[config.mk]
export PLATFORM = sky130hd
export DESIGN_NAME = sudoku_game_ctrl
export DESIGN_NICKNAME = d
export VERILOG_FILES = /design/src/rtl/sudoku_game_ctrl.sv
export SDC_FILE = /design/constraint.sdc
export NUM_CORES = 1
export LEC_CHECK = 0
export ABC_AREA = 1
export BUFFER_PORTS_ARGS = -buffer_cell sky130_fd_sc_hd__buf_2
export CAP_MARGIN = 20
export CORE_ASPECT_RATIO = 1.75
export CORE_MARGIN = 8
export CORE_UTILIZATION = 59
export CTS_BUF_LIST = sky130_fd_sc_hd__clkbuf_4 sky130_fd_sc_hd__clkbuf_8
export DETAILED_ROUTE_END_ITERATION = 6
export PLACE_DENSITY = 0.89
export SYNTH_ARGS = -nofsm -noshare
export SYNTH_HDL_FRONTEND = slang
export SYNTH_SLANG_ARGS = --single-unit
[constraint.sdc]
create_clock -name clka_i -period 2.9 [get_ports clka_i]
set_input_delay 0.58 -clock clka_i [delete_from_list [all_inputs] [get_ports clka_i]]
set_output_delay 0.58 -clock clka_i [all_outputs]
set_load 0.02 [all_outputs]
[src/rtl/sudoku_game_ctrl.sv]
// sudoku_game_ctrl: top-level game sequencer for a Sudoku board.
//
// Walks the player through difficulty selection, then repeated move entry
// (row, column, value). Each move is handed to an external datapath checker
// (chk_req_o / chk_done_i), and legal moves are committed with wr_en_o.
// Illegal moves cost a life. The game ends in WIN or LOSE, and a key press
// from either end state returns to IDLE for a new game.
//
// Ports
//   clka_i        single clock; all state updates on its rising edge
//   restart_i     asynchronous active-high reset
//   enter_i       user key (level); edge-detected internally
//   din_i         user entry: difficulty, row, column or value by state
//   chk_done_i    one-cycle pulse from the checker: result is valid
//   chk_ok_i      move is legal (qualified by chk_done_i)
//   solved_i      move completes the board (qualified by chk_done_i & chk_ok_i)
//   state_o       current state code
//   row_o/col_o/val_o  latched move fields
//   diff_o        latched difficulty
//   gen_rand_o    high while idle (board generator may free-run)
//   load_board_o  one-cycle pulse when leaving SET_BOARD
//   chk_req_o     high while a move is being checked
//   wr_en_o       one-cycle pulse committing val_o at (row_o, col_o)
//   err_o         one-cycle pulse on an out-of-range entry
//   lives_o       remaining lives
//   moves_o       accepted-move count (saturating)
module sudoku_game_ctrl #(
  parameter int unsigned N     = 9,
  parameter int unsigned W     = 4,
  parameter int unsigned LIVES = 3,
  parameter int unsigned LW    = 2,
  parameter int unsigned MW    = 8
) (
  input  logic          clka_i,
  input  logic          restart_i,
  input  logic          enter_i,
  input  logic [W-1:0]  din_i,
  input  logic          chk_done_i,
  input  logic          chk_ok_i,
  input  logic          solved_i,
  output logic [3:0]    state_o,
  output logic [W-1:0]  row_o,
  output logic [W-1:0]  col_o,
  output logic [W-1:0]  val_o,
  output logic [1:0]    diff_o,
  output logic          gen_rand_o,
  output logic          load_board_o,
  output logic          chk_req_o,
  output logic          wr_en_o,
  output logic          err_o,
  output logic [LW-1:0] lives_o,
  output logic [MW-1:0] moves_o
);

  typedef enum logic [3:0] {
    StIdle      = 4'd0,
    StSetBoard  = 4'd2,
    StSetDiff   = 4'd3,
    StChooseRow = 4'd4,
    StChooseCol = 4'd5,
    StChooseVal = 4'd6,
    StChecking  = 4'd7,
    StWrong     = 4'd8,
    StWin       = 4'd9,
    StLose      = 4'd10
  } state_e;

  localparam logic [W-1:0]  GridN     = W'(N);
  localparam logic [W-1:0]  DiffMax   = W'(2);
  localparam logic [W-1:0]  ValMin    = W'(1);
  localparam logic [LW-1:0] LivesInit = LW'(LIVES);
  localparam logic [LW-1:0] LivesOne  = LW'(1);
  localparam logic [MW-1:0] MovesMax  = {MW{1'b1}};

  state_e        state_q, state_d;
  logic          enter_q;
  logic [W-1:0]  row_q, row_d;
  logic [W-1:0]  col_q, col_d;
  logic [W-1:0]  val_q, val_d;
  logic [1:0]    diff_q, diff_d;
  logic [LW-1:0] lives_q, lives_d;
  logic [MW-1:0] moves_q, moves_d;
  logic          load_board_q, load_board_d;
  logic          wr_en_q, wr_en_d;
  logic          err_q, err_d;

  // A held key produces a single press: only the rising edge counts.
  logic press;
  assign press = enter_i & ~enter_q;

  always_comb begin
    state_d      = state_q;
    row_d        = row_q;
    col_d        = col_q;
    val_d        = val_q;
    diff_d       = diff_q;
    lives_d      = lives_q;
    moves_d      = moves_q;
    load_board_d = 1'b0;
    wr_en_d      = 1'b0;
    err_d        = 1'b0;

    unique case (state_q)
      StIdle: begin
        if (press) state_d = StSetBoard;
      end

      StSetBoard: begin
        if (press) begin
          state_d      = StSetDiff;
          load_board_d = 1'b1;
        end
      end

      StSetDiff: begin
        if (press) begin
          if (din_i <= DiffMax) begin
            diff_d  = din_i[1:0];
            state_d = StChooseRow;
          end else begin
            err_d = 1'b1;
          end
        end
      end

      StChooseRow: begin
        if (press) begin
          if (din_i < GridN) begin
            row_d   = din_i;
            state_d = StChooseCol;
          end else begin
            err_d = 1'b1;
          end
        end
      end

      StChooseCol: begin
        if (press) begin
          if (din_i < GridN) begin
            col_d   = din_i;
            state_d = StChooseVal;
          end else begin
            err_d = 1'b1;
          end
        end
      end

      StChooseVal: begin
        if (press) begin
          if ((din_i >= ValMin) && (din_i <= GridN)) begin
            val_d   = din_i;
            state_d = StChecking;
          end else begin
            err_d = 1'b1;
          end
        end
      end

      // Key presses are ignored here; the checker has no timeout.
      StChecking: begin
        if (chk_done_i) begin
          if (chk_ok_i) begin
            wr_en_d = 1'b1;
            if (moves_q != MovesMax) moves_d = moves_q + MW'(1);
            state_d = solved_i ? StWin : StChooseRow;
          end else if (lives_q <= LivesOne) begin
            lives_d = '0;
            state_d = StLose;
          end else begin
            lives_d = lives_q - LivesOne;
            state_d = StWrong;
          end
        end
      end

      StWrong: begin
        state_d = StChooseRow;
      end

      StWin, StLose: begin
        if (press) begin
          state_d = StIdle;
          lives_d = LivesInit;
          moves_d = '0;
          row_d   = '0;
          col_d   = '0;
          val_d   = '0;
        end
      end

      // Unused codes recover to IDLE.
      default: begin
        state_d = StIdle;
      end
    endcase
  end

  always_ff @(posedge clka_i or posedge restart_i) begin
    if (restart_i) begin
      state_q      <= StIdle;
      enter_q      <= 1'b0;
      row_q        <= '0;
      col_q        <= '0;
      val_q        <= '0;
      diff_q       <= '0;
      lives_q      <= LivesInit;
      moves_q      <= '0;
      load_board_q <= 1'b0;
      wr_en_q      <= 1'b0;
      err_q        <= 1'b0;
    end else begin
      state_q      <= state_d;
      enter_q      <= enter_i;
      row_q        <= row_d;
      col_q        <= col_d;
      val_q        <= val_d;
      diff_q       <= diff_d;
      lives_q      <= lives_d;
      moves_q      <= moves_d;
      load_board_q <= load_board_d;
      wr_en_q      <= wr_en_d;
      err_q        <= err_d;
    end
  end

  assign state_o      = state_q;
  assign row_o        = row_q;
  assign col_o        = col_q;
  assign val_o        = val_q;
  assign diff_o       = diff_q;
  assign lives_o      = lives_q;
  assign moves_o      = moves_q;
  assign load_board_o = load_board_q;
  assign wr_en_o      = wr_en_q;
  assign err_o        = err_q;

  // Decoded straight from the state register so that restart drops them at once.
  assign gen_rand_o = (state_q == StIdle);
  assign chk_req_o  = (state_q == StChecking);

endmodule
[Yosys cells after proc, flatten, opt, wreduce, memory -nomap -nowiden]
Index checks and enable logic that the tools add are counted.
Storage, ports and cells
  register bits: 32
  input bits: 10
  output and inout bits: 33
  logic and storage cells: 105
Cells by class
  add/subtract/negate cells: 2
  $lt $le $gt $ge: 5
  equal/unequal tests: 25
  mux-type cells: 45
  bitwise logic cells: 2
  reductions and logical operators: 15
Operators by type and width (count)
  two-way mux 4 bit: 18
  case mux 4 bit (9 select lines): 1
  two-way mux 8 bit: 4
  inequality test 2 bit, second input constant: 13
  case mux 4 bit (2 select lines): 3
  equality test 4 x 3 -> 1 bit, second input constant: 4
  case mux 8 bit (2 select lines): 1
  AND reduction 4 bit: 4
  equality test 4 bit, second input constant: 3
  AND reduction 12 bit: 1
  two-way mux 1 bit: 11
  two-way mux 2 bit: 5
  adder 8 x 1 -> 8 bit, second input constant: 1
  equality test 4 x 2 -> 1 bit, second input constant: 2
  inequality test 8 bit, second input constant: 1
  nonzero test 2 bit: 4
  AND reduction 5 bit: 1
  greater-or-equal comparator 4 x 1 -> 1 bit, second input constant: 1
  less-or-equal comparator 4 x 2 -> 1 bit, second input constant: 1
  less-or-equal comparator 4 bit, second input constant: 1
  zero test 4 bit: 1
  < comparator 4 bit, second input constant: 1
  inequality test 2 x 1 -> 1 bit, second input constant: 2
  case mux 2 bit (2 select lines): 1
  other kinds (8): 9

[Logic depth before layout (Yosys ltp)]
Gate-level depths: netlist (run 1).
  depth in word-level cells: 5
  mapped depth: 11
  gate-level depth less buffers: 10

[Worst setup path after synthesis (run 1)]
No wires, ideal clock.
  kind: register -> output
  start: register state_q[1], in the netlist state_o[1]
  end: output port gen_rand_o
  arrival time: 1105 ps
  data required time: 2320 ps
  path slack: 1215 ps
  cell stages (with the launch flop): 4
  buffers on the path: 0
  cells stage by stage: dfrtp_1 -> nor2_2 -> inv_1 -> nor2_1
On the way
  longest elaborated chain between the ends: 1
RTL lines
  start, declared: RTL line 75  | state_e state_q, state_d;
  start signal, assigned: RTL line 200  | state_q <= StIdle;
  start signal, assigned: RTL line 212  | state_q <= state_d;
  zero test 4 bit: RTL line 238  | assign gen_rand_o = (state_q == StIdle);
  end, declared: RTL line 46  | output logic gen_rand_o,
Every way passes these cells.

[Final worst setup path (run 1)]
  start: register state_q[1], in the netlist state_o[1]
  end: output port chk_req_o
On the way
  longest elaborated chain between the ends: 1
RTL lines
  equality test 4 x 3 -> 1 bit: RTL line 239  | assign chk_req_o = (state_q == StChecking);
  end, declared: RTL line 48  | output logic chk_req_o,
Every way passes these cells.

==> results.toml, run 1 <==
[status]
outcome = "complete, no violations"

[setup_path]
reg2reg_from = "enter_q$_DFF_PP0_"
startpoint = "state_o[1]$_DFFE_PP0P_"
reg2reg_to = "state_o[0]$_DFFE_PP0P_"
path_max_fanout = 8
required_ns = 2.32
rrSetupSlack_ns = 1.21
rr_worst_depth = 8
start_kind = "register"
critPathCaptureType = "primary output"
crit_arrival_ns = 1.39
path_class = "register to primary output"

[clocking]
clock_path_buffers = 2
cts_sinks = 32
clkTransAtPathRegs_ns = 0.07
cts_buffers = 5
cts_tree = "yes"
cts_max_level = 2
clk_latency_ns = 0.29
cts_setup_buffers = 0
cts_resized = 0
hold_buffers = 0
cts_root_buffer = "clkbuf_8"

[detailed_routing]
drt_iter0_markers = 69
routed_via_density = 5.44
antenna_left = 0
wl_per_cell_um = 13.9
num_vias = 1636
drtPass1Iterations = 4
drc = 0
drt_wl_total_um = 4190

[worst_hold_path]
hp-start = "enter_i"
hp-class = "primary input to register"
min_path_cells = 1
worstHoldEndpoint = "enter_q$_DFF_PP0_"

[die]
rows = 26
dieArea_sq_mm = 0.00495
core_sq_mm = 0.00283
dieHeight_um = 87.3
io_pins = 43
fp.dieW_um = 56.7
start_util = 0.606

[cells_and_area]
fill_cells = 240
final_common_cell = "nand2_1"
multi_input_area_sq_um = 817
syn_to_final_growth_pct = 20.6
final_cell_mix = "71 x nand2_1, 42 x buf_2, 30 x dfrtp_1, 22 x nand3_1, 22 x o21ai_0"
final_nets = 283
insertedDiodeCount = 0
seq_area_sq_um = 803
final_layout_size_suffix_gt1_frac = 0.260

[placed_design]
place.gp.congestion = 0.914
dp_hpwl_um = 3210
port_buffers = 42

[logic_synthesis]
syn_inst = 223
syn-num-nets = 234
ys_warn_count = 0
synthesis.area_sq_mm = 0.00171
synth_area_per_cell_sq_um = 7.69
netlist-cell-type-count = 25
yosysTopAreaCell = "dfrtp_1"
synthTopCellsByArea = "dfrtp_1 44%, nand2_1 16%, nand3_1 6.4%, o21ai_0 6.4%, nor2_1 4.4%"
ys_async_sr_fraction = 1.00
synth_seq_area_share = 0.469
synth_edf_count = 0
synth_top_cell_area_share = 0.438
ys_ff_latch = 32
synth_ff_type = "dfrtp_1"

[sta]
rsz0062_at_grt = "false"
final.setup_skew_ns = 0.00847
tightest_slew_ns = 0.760
clock.fmax_ghz = 0.508
fin_crit_sh = 0.679
finalWorstPathRequiredPeriod_ns = 1.97
fin_setup_tns_ns = 0
finalHoldViolCount = 0
setup_violations = 0
slew_violations = 0
slew_headroom = 0.493
hold_slack_ns = 0.413

[pwr]
power.leakage_nw = 1.17
p_per_area_mw_per_mm2 = 962
vdd_drop_max_mv = 0.889

[grt]
grt_pass1_vias = 1614
overflow = 0
antenna_found_initial = 0
track_usage = 0.173
grt_max_degree = 21
grt_pass1_wl_um = 6940

[run]
drv_cap = 0
Yosys cell counts (all sizes together) (2+ instances only):
cell type,count
nand2,75
dfrtp,30
nor2,28
nand3,23
o21ai,23
inv,22
a21oi,5
nand4,3
nor3,3
xor2,3
dfstp,2
or2,2
stage by stage:
step	utilization	std cells	cell area (sq um)	setup WS [ns]	power, mW
finish	0.730	301	2070	0.932	1.99
global route	0.730	301	2070	0.834	2.12
CTS	0.730	301	2070	0.943	2.00
detailed placement	0.691	293	1960	0.984	1.57
global placement	0.691	293	1960	1.06	1.54
floorplan	-	223	1710	1.22	1.29
routing by layer:
layer / global-route usage / share of wire / vias up
li1: - / - / 814
met1: 0.169 / 0.38 / 748
met2: 0.312 / 0.53 / 63
met3: 0.0541 / 0.062 / 11
met4: 0.0944 / 0.022 / 0
met5: 0 / 0 / -
sequential cells by signal, summed over array words and instances, names as in the netlist, 2 cells and up:
signal / cells
val_o: 4
lives_o: 2
state_o: 4
row_o: 4
col_o: 4
diff_o: 2
moves_o: 8
critical path, cell delays in order, from the launching register on:
cell and delay (ns):
dfrtp_1 0.49, nand2_2 0.15, nor2_2 0.25, buf_2 0.21
power by group:
group	switching (mW)	internal [mW]	leakage (nW)
logic	0.566	0.281	0.694
registers	0.121	0.591	0.419
clock network	0.174	0.254	0.0541
cell families after synthesis:
family	share of synthesized area
simple gates	0.356
fa+ha+maj	0.00730
compound gates	0.0927
buf+inv	0.0547
xor+xnor	0.0204
flops	0.469
area by class of cell:
cell class,instances,share of cell area
timing repair buffer,43,0.105
sequential,32,0.389
clock inverter,3,0.0206
tap,28,0.0169
multi-input combinational,168,0.395
clock buffer,5,0.0333
inverter,22,0.0400
worst max path at each step:
stage	end	slack, ns	cells after the start
global placement	state_o[1]$_DFFE_PP0P_	1.06	10
finish	chk_req_o	0.93	3
CTS	chk_req_o	0.94	3
detailed placement	state_o[0]$_DFFE_PP0P_	0.98	10
floorplan	gen_rand_o	1.22	3
global route	gen_rand_o	0.83	4
No activity file was read; power rests on OpenSTA's default activity.
==> run 2: changes to the inputs <==
- CORE_UTILIZATION: 59 -> 55
- PLACE_DENSITY: 0.89 -> 0.84
- clock period: 2.9 -> 1.85 ns (I/O delays scaled with it)
==> run 2 against run 1 <==
Final cell count rose by 5.3%. Utilization fell by 4.3 points. Sequential share of layout area fell by 0.85 points. Cell area rose by 2.2%. Global-route usage fell by 0.30 points. Clock skew rose by 0.0014 ns.
==> results.toml, run 2 (synthesis gave the netlist of run 1 again) <==
[clocking]
hold_buffers = 0
clock_path_buffers = 2
clk_latency_ns = 0.28
cts_buffers = 5
cts_setup_buffers = 0
cts_resized = 0
clkTransAtPathRegs_ns = 0.07
cts_tree = "yes"
cts_root_buffer = "clkbuf_8"
cts_max_level = 2
cts_sinks = 32

[cells_and_area]
final_nets = 284
largest_register_ff_count = 8
seq_area_sq_um = 803
syn_to_final_growth_pct = 23.3
fill_cells = 271
final_cell_mix = "71 x nand2_1, 42 x buf_2, 30 x dfrtp_1, 22 x nand3_1, 22 x o21ai_0"
final_layout_size_suffix_gt1_frac = 0.263
final_area_sq_mm = 0.00211
insertedDiodeCount = 0
multi_input_area_sq_um = 822
final_common_cell = "nand2_1"

[setup_path]
reg2reg_to = "state_o[1]$_DFFE_PP0P_"
path_max_fanout = 8
critPathCaptureType = "primary output"
reg2reg_from = "state_o[1]$_DFFE_PP0P_"
rrSetupSlack_ns = 0.15
rr_worst_depth = 9
crit_slowest_cell = "dfrtp_1"
path_class = "register to primary output"
crit_arrival_ns = 1.34
required_ns = 1.48
cp_cell_sequence = "nor2_2 > inv_1 > nor2_1 > buf_2"
start_kind = "register"
crit_path_max_incr_delay_ns = 0.48

[sta]
hold_slack_ns = 0.172
tightest_slew_ns = 0.403
rsz0062_at_grt = "false"
setup_violations = 0
finalHoldViolCount = 0
fin_crit_sh = 0.925
clock.fmax_ghz = 0.584
slew_violations = 0
finalWorstPathRequiredPeriod_ns = 1.71
fin_setup_tns_ns = 0
slew_headroom = 0.731
final.setup_skew_ns = 0.00987

[pwr]
total_power_mw = 3.16
vdd_drop_max_mv = 0.954
p_per_area_mw_per_mm2 = 1500
power.leakage_nw = 1.18

[detailed_routing]
routed_via_density = 5.21
wl_per_cell_um = 12.7
drc = 0
antenna_left = 0
drt_iter0_markers = 49
drt_wl_total_um = 4030
drtPass1Iterations = 4
num_vias = 1651

[die]
start_util = 0.558
fp.dieW_um = 58.2
core_sq_mm = 0.00307
dieArea_sq_mm = 0.00523
rows = 27
io_pins = 43
dieHeight_um = 89.9

[grt]
grt_pass1_vias = 1716
antenna_found_initial = 0
track_usage = 0.170
grt_pass1_wl_um = 7290
grt_max_degree = 33
overflow = 0

[worst_hold_path]
hp-class = "primary input to asynchronous set/reset pin"

[placed_design]
dp_hpwl_um = 3030
place.gp.congestion = 0.868
port_buffers = 42
dpl-instance-area_sq_mm = 0.00198

[status]
outcome = "complete, no violations"

[run]
drv_cap = 0
[run 2: cell types whose count changed in the layout (fill, tap and decap cells not counted), sizes merged]
cell      change
clkbuf        +2
clkinv        -1
clkinvlp      -1
buf           +1
[run 2: layout make-up]
cell class,instances,area share
multi-input cells,168,0.389
flip-flops and latches,32,0.380
repair buffers,44,0.107
clock buffers,7,0.0456
inverters,22,0.0391
well taps,43,0.0255
clock inverters,1,0.0142
[run 2: worst max-delay path by stage]
stage	startpoint	end	slack (ns)	depth (start not counted)
after floorplan	state_o[1]$_DFFE_PP0P_	moves_o[6]$_DFFE_PP0P_	0.25	7
after global placement	state_o[1]$_DFFE_PP0P_	moves_o[2]$_DFFE_PP0P_	0.23	9
after detailed placement	state_o[1]$_DFFE_PP0P_	moves_o[0]$_DFFE_PP0P_	0.21	9
after CTS	state_o[1]$_DFFE_PP0P_	gen_rand_o	0.12	4
after global routing	state_o[1]$_DFFE_PP0P_	state_o[1]$_DFFE_PP0P_	0.02	9
final	state_o[1]$_DFFE_PP0P_	gen_rand_o	0.14	4
[run 2: layer usage]
layer  track usage  routed length, um
met1         0.173               1550
met2         0.295               2110
met3        0.0556                241
met4        0.0864                121
met5             0                  0
[run 2: per-stage QoR]
step | cells | util | setup WS (ns)
final | 317 | 0.687 | 0.138
after global routing | 317 | 0.687 | 0.0200
after CTS | 317 | 0.686 | 0.124
after detailed placement | 309 | 0.645 | 0.209
after global placement | 309 | 0.645 | 0.230
after floorplan | 223 | - | 0.246
[run 2: report_power, final]
part | internal (mW) | switching, mW | total, mW
registers | 0.927 | 0.188 | 1.12
clock network | 0.475 | 0.245 | 0.720
logic | 0.444 | 0.882 | 1.33
total | 1.85 | 1.32 | 3.16
[run 2: critical path, delay by kind of cell, from the launching register on]
family	cells	cell delay, ns
DFF	1	0.48
and+or+nand+nor	2	0.37
buffers and inverters	2	0.23
==> run 3: changes to the inputs <==
- BUFFER_PORTS_ARGS: -buffer_cell sky130_fd_sc_hd__buf_2 -> unset
- CORE_UTILIZATION: 55 -> 60
- DONT_BUFFER_PORTS: unset -> 1
- PLACE_DENSITY: 0.84 -> 0.76
- REMOVE_ABC_BUFFERS: unset -> 1
==> run 3 against run 2 <==
Routed wire length fell by 0.62%. Utilization grew 1.7 points. Clock skew down 0.0033 ns. Non-clock buffer count fell by 32.
==> results.toml, run 3 (synthesis gave the netlist of run 1 again) <==
[status]
outcome = "complete, no violations"

[detailed_routing]
drt_iter0_markers = 33
routed_via_density = 5.63
top_layer = "met4"
wl_per_cell_um = 14.9
drc = 0
num_vias = 1514
wl_met2_um = 2070
antenna_left = 0
drtPass1Iterations = 4
wl_met3_um = 360
wl_met1_um = 1480
drt_wl_total_um = 4000

[setup_path]
path_max_fanout = 8
crit_arrival_ns = 1.36
start_kind = "register"
path_class = "register to primary output"
required_ns = 1.48
critPathCaptureType = "primary output"

[die]
core_sq_mm = 0.00272
dieArea_sq_mm = 0.00489
rows = 25
io_pins = 43
start_util = 0.630
dieHeight_um = 86.7
fp.dieW_um = 56.4

[cells_and_area]
layout.cells.non_filler = 269
final_layout_size_suffix_gt1_frac = 0.169
syn_to_final_growth_pct = 11.8
largest_register_ff_count = 8
fill_cells = 222
final_common_cell = "nand2_1"
final_nets = 252
insertedDiodeCount = 0
final_area_sq_mm = 0.00192
fin_util = 0.704
final_cell_mix = "71 x nand2_1, 29 x dfrtp_1, 22 x nand3_1, 22 x o21ai_0, 20 x nor2_1"

[grt]
overflow = 0
grt_pass1_wl_um = 6750
grt_max_degree = 33
grt_pass1_vias = 1505
antenna_found_initial = 0
track_usage = 0.174

[pwr]
total_power_mw = 2.88
power.leakage_nw = 1.02
vdd_drop_max_mv = 1.05
p_per_area_mw_per_mm2 = 1500

[sta]
clock.fmax_ghz = 0.579
setup_violations = 0
slew_violations = 0
finalHoldViolCount = 0
final.setup_skew_ns = 0.00660
finalWorstPathRequiredPeriod_ns = 1.73
fin_crit_sh = 0.934
rsz0062_at_grt = "false"
slew_headroom = 0.737
tightest_slew_ns = 0.395
fin_setup_tns_ns = 0

[clocking]
cts_max_level = 2
clock_path_buffers = 2
cts_root_buffer = "clkbuf_8"
cts_tree = "yes"
clkTransAtPathRegs_ns = 0.06
cts_sinks = 32
cts_buffers = 5
hold_buffers = 0
cts_setup_buffers = 0
clk_latency_ns = 0.28

[worst_hold_path]
hp-class = "primary input to asynchronous set/reset pin"

[run]
drv_cap = 0

[placed_design]
dpl-instance-area_sq_mm = 0.00183
dp.cells = 261
dp_hpwl_um = 3090
port_buffers = 0
place.gp.congestion = 0.907
-- run 3: cell types whose count changed in the layout (fill, tap and decap cells not counted) --
cell | before | now
buf_4 | 2 | 12
clkbuf_4 | 0 | 2
clkbuf_8 | 7 | 5
clkinv_2 | 0 | 1
bufinv_16 | 1 | 0
dfrtp_1 | 30 | 29
nor2_2 | 5 | 6
dfrtp_2 | 0 | 1
nor2_4 | 3 | 2
buf_2 | 42 | 0
-- run 3: per-stage QoR --
step | setup WS [ns] | hold slack (ns)
after floorplan | 0.240 | 0.401
after global placement | 0.214 | 0.353
after detailed placement | 0.134 | 0.361
after CTS | 0.0784 | 0.0542
after global routing | 0.0131 | 0.0831
final | 0.123 | 0.0505
-- run 3: area by class of cell --
type	instances	area [sq um]	area share
timing repair buffer	12	90.1	0.0470
multi-input combinational	168	817	0.426
sequential	32	805	0.420
clock buffer	7	83.8	0.0437
inverter	22	82.6	0.0431
tap	27	33.8	0.0176
clock inverter	1	5.00	0.00261
-- run 3: routing by layer --
layer  track usage  vias to the layer above
li1              -                      753
met1         0.172                      692
met2         0.289                       62
met3        0.0776                        7
met4         0.103                        0
met5             0                        -
-- run 3: worst max-delay path, cell delays in order (launching register included) --
cell,delay [ns]
dfrtp_1,0.48
nor2_2,0.29
inv_1,0.07
nor2_1,0.10
buf_4,0.15
-- run 3: worst paths after layout --
path	start	end	slack, ns	cells past startpoint
setup / recovery	state_o[1]$_DFFE_PP0P_	gen_rand_o	0.12	4
hold / removal	restart_i	moves_o[4]$_DFFE_PP0P_	0.05	2
setup reg to reg	state_o[1]$_DFFE_PP0P_	moves_o[2]$_DFFE_PP0P_	0.15	9
hold reg to reg	lives_o[1]$_DFFE_PP1P_	lives_o[0]$_DFFE_PP1P_	0.55	2
max in group asynchronous	restart_i	lives_o[1]$_DFFE_PP1P_	1.48	2
min in group clka_i	enter_i	enter_q$_DFF_PP0_	0.12	0
-- run 3: report_power, final --
| group | internal (mW) | switching, mW |
|---|---|---|
| Clock | 0.293 | 0.237 |
| Sequential | 0.929 | 0.385 |
| Combinational | 0.381 | 0.657 |
-- run 3: what timing repair did --
action	4_1_cts	5_1_grt
gates resized for setup	0	1
setup endpoints to repair	0	8
hold endpoints to repair	0	0
